`config.mk`:
```
export PLATFORM = sky130hd
export DESIGN_NAME = fgpio_sched
export DESIGN_NICKNAME = d
export VERILOG_FILES = /design/src/rtl/fgpio_sched.sv
export SDC_FILE = /design/constraint.sdc
export NUM_CORES = 1
export LEC_CHECK = 0
export CAP_MARGIN = 20
export CORE_MARGIN = 8
export CORE_UTILIZATION = 33
export CTS_BUF_LIST = sky130_fd_sc_hd__clkbuf_8
export DETAILED_ROUTE_END_ITERATION = 16
export DONT_BUFFER_PORTS = 1
export PLACE_DENSITY = 0.51
export SYNTH_ARGS = -nofsm -noshare
export SYNTH_HDL_FRONTEND = slang
export SYNTH_SLANG_ARGS = --single-unit
```
`constraint.sdc`:
```
create_clock -name clk_neg_i -period 10 [get_ports clk_neg_i]
set_input_delay 2.5 -clock clk_neg_i [delete_from_list [all_inputs] [get_ports clk_neg_i]]
set_output_delay 2.5 -clock clk_neg_i [all_outputs]
set_load 0.02 [all_outputs]
```
`src/rtl/fgpio_sched.sv`:
```
// Fast-GPIO front end: core pass-through with fixed priority, plus a sequencer
// that replays queued ops from a FIFO after a per-command cycle delay.
module fgpio_sched #(
  parameter int DEPTH = 8,
  parameter int DLY_W = 16
) (
  input  logic                       clk_neg_i,
  input  logic                       rst_ni,
  input  logic                       core_req,
  input  logic [6:0]                 core_funct7,
  input  logic [31:0]                core_rs1_val,
  input  logic [31:0]                core_rs2_val,
  output logic                       core_ack,
  output logic                       core_error,
  output logic [31:0]                core_rd_val,
  input  logic                       cmd_valid,
  output logic                       cmd_ready,
  input  logic [6:0]                 cmd_funct7,
  input  logic [31:0]                cmd_rs1_val,
  input  logic [31:0]                cmd_rs2_val,
  input  logic [DLY_W-1:0]           cmd_delay,
  input  logic                       seq_en,
  input  logic                       seq_flush,
  output logic                       seq_busy,
  output logic [$clog2(DEPTH):0]     fifo_cnt,
  output logic                       res_valid,
  output logic [31:0]                res_rd_val,
  output logic                       res_error,
  output logic                       fgpio_req,
  output logic [6:0]                 fgpio_funct7,
  output logic [31:0]                fgpio_rs1_val,
  output logic [31:0]                fgpio_rs2_val,
  input  logic                       fgpio_ack,
  input  logic                       fgpio_error,
  input  logic [31:0]                fgpio_rd_val
);

  localparam int AW = $clog2(DEPTH);

  typedef enum logic [1:0] {IDLE, WAIT, ISSUE} state_t;

  state_t state, state_nxt;

  logic [6:0]       mem_funct7 [DEPTH];
  logic [31:0]      mem_rs1    [DEPTH];
  logic [31:0]      mem_rs2    [DEPTH];
  logic [DLY_W-1:0] mem_dly    [DEPTH];

  logic [AW-1:0]    wr_ptr, rd_ptr;
  logic [AW:0]      count;
  logic             full, empty, push, pop;

  logic [6:0]       stg_funct7;
  logic [31:0]      stg_rs1, stg_rs2;
  logic [DLY_W-1:0] dly_cnt;
  logic             seq_drive, done;

  assign full      = (count == (AW+1)'(DEPTH));
  assign empty     = (count == '0);
  assign cmd_ready = !full && !seq_flush;
  assign push      = cmd_valid && cmd_ready;
  assign done      = seq_drive && fgpio_ack;
  assign seq_busy  = !empty || (state != IDLE);
  assign fifo_cnt  = count;

  always_ff @(posedge clk_neg_i) begin
    if (push) begin
      mem_funct7[wr_ptr] <= cmd_funct7;
      mem_rs1[wr_ptr]    <= cmd_rs1_val;
      mem_rs2[wr_ptr]    <= cmd_rs2_val;
      mem_dly[wr_ptr]    <= cmd_delay;
    end
  end

  always_ff @(posedge clk_neg_i or negedge rst_ni) begin
    if (!rst_ni) begin
      wr_ptr <= '0;
      rd_ptr <= '0;
      count  <= '0;
    end else if (seq_flush) begin
      wr_ptr <= '0;
      rd_ptr <= '0;
      count  <= '0;
    end else begin
      if (push) wr_ptr <= wr_ptr + AW'(1);
      if (pop)  rd_ptr <= rd_ptr + AW'(1);
      case ({push, pop})
        2'b10:   count <= count + (AW+1)'(1);
        2'b01:   count <= count - (AW+1)'(1);
        default: count <= count;
      endcase
    end
  end

  always_ff @(posedge clk_neg_i or negedge rst_ni) begin
    if (!rst_ni) state <= IDLE;
    else         state <= state_nxt;
  end

  // Flush overrides everything; a collided issue just stays in ISSUE and retries.
  always_comb begin
    state_nxt = state;
    pop       = 1'b0;
    seq_drive = 1'b0;
    if (seq_flush) begin
      state_nxt = IDLE;
    end else begin
      case (state)
        IDLE: begin
          if (seq_en && !empty) begin
            pop       = 1'b1;
            state_nxt = WAIT;
          end
        end
        WAIT: begin
          if (dly_cnt == '0) state_nxt = ISSUE;
        end
        ISSUE: begin
          if (seq_en && !core_req) begin
            seq_drive = 1'b1;
            if (fgpio_ack) state_nxt = IDLE;
          end
        end
        default: state_nxt = IDLE;
      endcase
    end
  end

  always_ff @(posedge clk_neg_i or negedge rst_ni) begin
    if (!rst_ni) begin
      stg_funct7 <= '0;
      stg_rs1    <= '0;
      stg_rs2    <= '0;
      dly_cnt    <= '0;
      res_valid  <= 1'b0;
      res_rd_val <= '0;
      res_error  <= 1'b0;
    end else begin
      res_valid <= 1'b0;
      if (seq_flush) begin
        dly_cnt <= '0;
      end else if (pop) begin
        stg_funct7 <= mem_funct7[rd_ptr];
        stg_rs1    <= mem_rs1[rd_ptr];
        stg_rs2    <= mem_rs2[rd_ptr];
        dly_cnt    <= mem_dly[rd_ptr];
      end else if (state == WAIT && dly_cnt != '0 && seq_en) begin
        dly_cnt <= dly_cnt - DLY_W'(1);
      end
      if (done) begin
        res_valid  <= 1'b1;
        res_rd_val <= fgpio_rd_val;
        res_error  <= fgpio_error;
      end
    end
  end

  // Core always wins the port; the sequencer only sees it when the core is quiet.
  always_comb begin
    fgpio_req     = 1'b0;
    fgpio_funct7  = '0;
    fgpio_rs1_val = '0;
    fgpio_rs2_val = '0;
    core_ack      = 1'b0;
    core_error    = 1'b0;
    core_rd_val   = '0;
    if (core_req) begin
      fgpio_req     = 1'b1;
      fgpio_funct7  = core_funct7;
      fgpio_rs1_val = core_rs1_val;
      fgpio_rs2_val = core_rs2_val;
      core_ack      = fgpio_ack;
      core_error    = fgpio_error;
      core_rd_val   = fgpio_rd_val;
    end else if (seq_drive) begin
      fgpio_req     = 1'b1;
      fgpio_funct7  = stg_funct7;
      fgpio_rs1_val = stg_rs1;
      fgpio_rs2_val = stg_rs2;
    end
  end

endmodule

```
==> run summary <==
The run finished with clean final reports. The number of setup violations in the final report came out at 0. The TritonCTS clock tree is done. The number of failing hold endpoints at the final stage is 0. The total count of max-transition violations in the final report came out at 0. The leakage power total came out at 11.89 nW. The clock reaches the later pin of the worst-skew pair after 800 ps. The maximum number of pins on one net before global-route repair came out at 134. By count the netlist is led by sky130_fd_sc_hd__edfxtp_1, sky130_fd_sc_hd__mux4_2, sky130_fd_sc_hd__dfrtp_1. Buffers inserted during clock tree synthesis total 143.

For this run, global-route usage on met1 was measured as 17.22%. The critical path is of the in2out type. After clock tree synthesis, the repair step resized 0 gates. Counting every sink on the clock net gives 829. The number of levels the H-tree was split into is 4. Across the VDD grid, the largest voltage drop is 0.1047 mV. The number of maximum-capacitance constraint violations came out at 0.

The final total power came out at 0.008970 W. The count of TritonRoute iterations in the first routing pass is 5. The number of buffers on the longest clock path came out at 3. The cell count of the worst hold path is 2. On the final layout, the worst clock skew is 43.07 ps. The most used flip-flop cell after synthesis is sky130_fd_sc_hd__edfxtp_1. The worst hold path terminates at stg_rs2[9]. The critical path data arrival time is 4010 ps. The worst hold margin is 537.6 ps. Compared with the post-synthesis result, the final layout area differs by 13.54%. The hold buffer count at CTS came out at 0. For this run, the post-layout net count is 1913.

The global-route wire length before repair came out at 111.8 mm. In this run, synthesis produced a sequential element count of 829. The critical path crosses 3 cells after its start point. The final non-filler cell total came out at 3108. The count of input and output buffers came out at 0. By area the synthesized netlist is led by sky130_fd_sc_hd__edfxtp_1, sky130_fd_sc_hd__mux4_2, sky130_fd_sc_hd__dfrtp_1, sky130_fd_sc_hd__mux2i_1, sky130_fd_sc_hd__a22o_1. The met3 routing resource usage after global routing came out at 4.098%. The count of fill cells added during filler insertion is 8822. The sum of negative setup slack is 0 ps.

After legalization and detailed placement, the total HPWL measured 42.09 mm. Dividing total power by cell area gives a power density of 244.7 nW/um2. The root cell of the clock tree is sky130_fd_sc_hd__clkbuf_8. The die covers 108100 um2. The buffers plus inverters on the worst setup path came out at 1.

The number of cells on the worst reg-to-reg path came out at 5. After detailed routing, the number of remaining DRC violations is 0. The worst hold path belongs to the class reg2reg. The area share of the largest cell type after synthesis is 64.74%.

The maximum fanout count along the critical path came out at 108. The cell count after synthesis came out at 1630. The count of distinct cell types in the synthesized netlist is 54.

Setup repair after global routing left no endpoint under its margin. The synthesized design contains 696 enable-type register cells. STA classifies the critical path startpoint as a primary input. The setup slack on the worst flop-to-flop path is 6410 ps. The wire length after detailed routing came out at 76.48 mm.

The I/O pin total is 344. The share of the yosys chip area belonging to registers came out at 75.05%. The overflow left after global routing came out at 0. The biggest area contributor in the post-synthesis netlist is sky130_fd_sc_hd__edfxtp_1.

The delay of the slowest cell on the worst path is 560 ps. The startpoint identified for the worst hold timing path is stg_rs2[9]. The most frequently used cell type in the post-synthesis netlist is sky130_fd_sc_hd__edfxtp_1. At the end of routability-driven placement, the weighted congestion stood at 0.7111. The critical path goes through nor4b_2 -> buf_4 -> a22o_1. The critical path data required time came out at 7500 ps. Of all flip-flops after synthesis, the portion carrying an async set or reset was 16.04%. The row count is 114. The total vias in the final route came out at 15870. The slowest stage of the critical path belongs to the cell sky130_fd_sc_hd__nor4b_2.

On the critical path the largest part of the delay comes from simple AND/OR/NAND/NOR gates. The minimum clock period after layout came out at 6508 ps. Headroom to the max-slew limit came out at 31.05%. The number of global-route vias before repair is 17100. The effective utilization at floorplan came out at 33.33%. In this run the critical register-to-register path is launched from rd_ptr[0]. The average wire length per cell after detail routing is 24.61 um. The clock slew seen by the registers of the worst setup and hold paths came out at 60 ps. STA classifies the critical path endpoint as an output port. The number of antenna violations at the first check in global routing came out at 1. Summing every instance area after synthesis gives 32280 um2. The busiest layer in global routing is met2. The core region is 96850 um2. In the routed layout, each cell is associated on average with a via count of 5.106. The total number of yosys warnings is 0.

The total placed cells including tap cells came out at 2840. The number of nets with antenna violations after routing came out at 0. In this run the critical register-to-register path is captured at stg_rs1[19]. The met2 routing resource usage after global routing came out at 23.43%. The layout cell share with drive strength beyond 1 is 24.33%.

The transition time of the tightest slew-check pin came out at 1026 ps. Derived from the worst setup path, the maximum achievable clock frequency is 153.7 MHz. The mean area per synthesized cell came out at 19.80 um2. The vertical extent of the die came out at 328.8 um. Counting every net in the synthesized netlist gives 1834. In this run the horizontal extent of the chip is 328.8 um. The initial detailed-routing violation count came out at 965. The overall global routing resource usage came out at 13.94%. The period utilization is 65.08%.

The setup fix buffers added after clock tree synthesis is 0.
[through the flow]
stage          worst slack [ps]  instance area (um2)  utilization (%)
2_1_floorplan            -295.4                32300                -
3_3_place_gp               3473                33830            34.93
3_5_place_dp               3461                33830            34.93
4_1_cts                    3452                36640            37.83
5_1_grt                    3394                36650            37.84
6_report                   3492                36650            37.84
[report_power, final]
| part | leakage (nW) | internal (W) | switching, W |
|---|---|---|---|
| combinational | 2.37 | 0.000762 | 0.000839 |
| clock | 1.62 | 0.00157 | 0.00138 |
| sequential | 7.90 | 0.00408 | 0.000334 |
[worst register-to-register path, cell delays in order, from the launching register on]
cell and delay (ps):
sky130_fd_sc_hd__dfrtp_4 880, sky130_fd_sc_hd__buf_4 730, sky130_fd_sc_hd__buf_4 890, sky130_fd_sc_hd__mux4_2 630, sky130_fd_sc_hd__mux2i_1 190, sky130_fd_sc_hd__a21oi_1 100
[routing by layer]
layer,vias to the layer above,share of wire (%)
li1,6852,-
met1,8436,42
met2,449,49
met3,132,6.4
met4,0,2.2
met5,-,0
[how the worst max path moves through the flow]
stage	to	start	slack, ps
2_1_floorplan	mem_dly[3][0]	seq_flush	-300
3_3_place_gp	fgpio_rs1_val[29]	core_req	3470
3_5_place_dp	fgpio_rs2_val[11]	core_req	3460
4_1_cts	fgpio_rs2_val[11]	core_req	3450
5_1_grt	fgpio_rs2_val[11]	core_req	3390
6_report	fgpio_rs2_val[11]	core_req	3490
[cell type report]
cell class | instances | area, um2 | area share (%)
Sequential cell | 829 | 24240 | 66.14
Multi-Input combinational cell | 699 | 7734 | 21.10
Clock buffer | 162 | 2230 | 6.084
Tap cell | 1276 | 1597 | 4.356
Clock inverter | 103 | 579.3 | 1.581
Timing Repair Buffer | 31 | 245.2 | 0.6691
Inverter | 5 | 18.77 | 0.05121
Antenna cell | 3 | 7.507 | 0.02048
[state kept, by name, indices dropped and copies added (netlist names)]
| signal | flops |
|---|---|
| wr_ptr | 3 |
| stg_rs1 | 32 |
| mem_rs2 | 256 |
| stg_rs2 | 32 |
| res_valid | 1 |
| mem_rs1 | 256 |
| rd_ptr | 3 |
| fifo_cnt | 4 |
| mem_funct7 | 56 |
| mem_dly | 128 |
| stg_funct7 | 7 |
| dly_cnt | 16 |
| res_rd_val | 32 |
| state | 2 |
| res_error | 1 |
[cells by family (layout without fill, tap and decap cells)]
| logic type | count (synthesis) | in the layout | synth area share, % |
|---|---|---|---|
| adder cells (fa/ha/maj) | 6 | 6 | 0.2326 |
| buffers and inverters | 102 | 301 | 1.256 |
| flip-flops | 829 | 829 | 75.05 |
| AND/OR/NAND/NOR | 202 | 202 | 3.140 |
| AO/OA/AOI/OAI | 192 | 192 | 4.217 |
| multiplexers | 286 | 286 | 15.75 |
| XOR/XNOR | 13 | 13 | 0.3527 |
| other | 0 | 3 | 0 |
[cells in the final DEF, fill, tap and decap left out, types with 6 or more instances in the layout]
cell                       synthesis  routed
sky130_fd_sc_hd__a211oi_1          8       8
sky130_fd_sc_hd__nor2b_1           7       7
sky130_fd_sc_hd__buf_4             0      30
sky130_fd_sc_hd__clkbuf_8          0     162
sky130_fd_sc_hd__xnor2_1           8       8
sky130_fd_sc_hd__nand2_1          21      21
sky130_fd_sc_hd__and2_1           37      37
sky130_fd_sc_hd__o311ai_0          6       6
sky130_fd_sc_hd__inv_1             5      60
sky130_fd_sc_hd__a21oi_1          76      76
sky130_fd_sc_hd__ha_1              6       6
sky130_fd_sc_hd__nor3_1           12      10
sky130_fd_sc_hd__mux4_2          174     174
sky130_fd_sc_hd__dfrtp_1         133     130
sky130_fd_sc_hd__mux2i_1          77      77
sky130_fd_sc_hd__clkinv_2          0       6
sky130_fd_sc_hd__nor2_1           89      87
sky130_fd_sc_hd__mux2_2           35      35
sky130_fd_sc_hd__or3_1             6       6
sky130_fd_sc_hd__clkinv_1          0      24
sky130_fd_sc_hd__a22o_1           71      71
sky130_fd_sc_hd__edfxtp_1        696     696
Note: power is estimated with default switching activity, not from simulation.
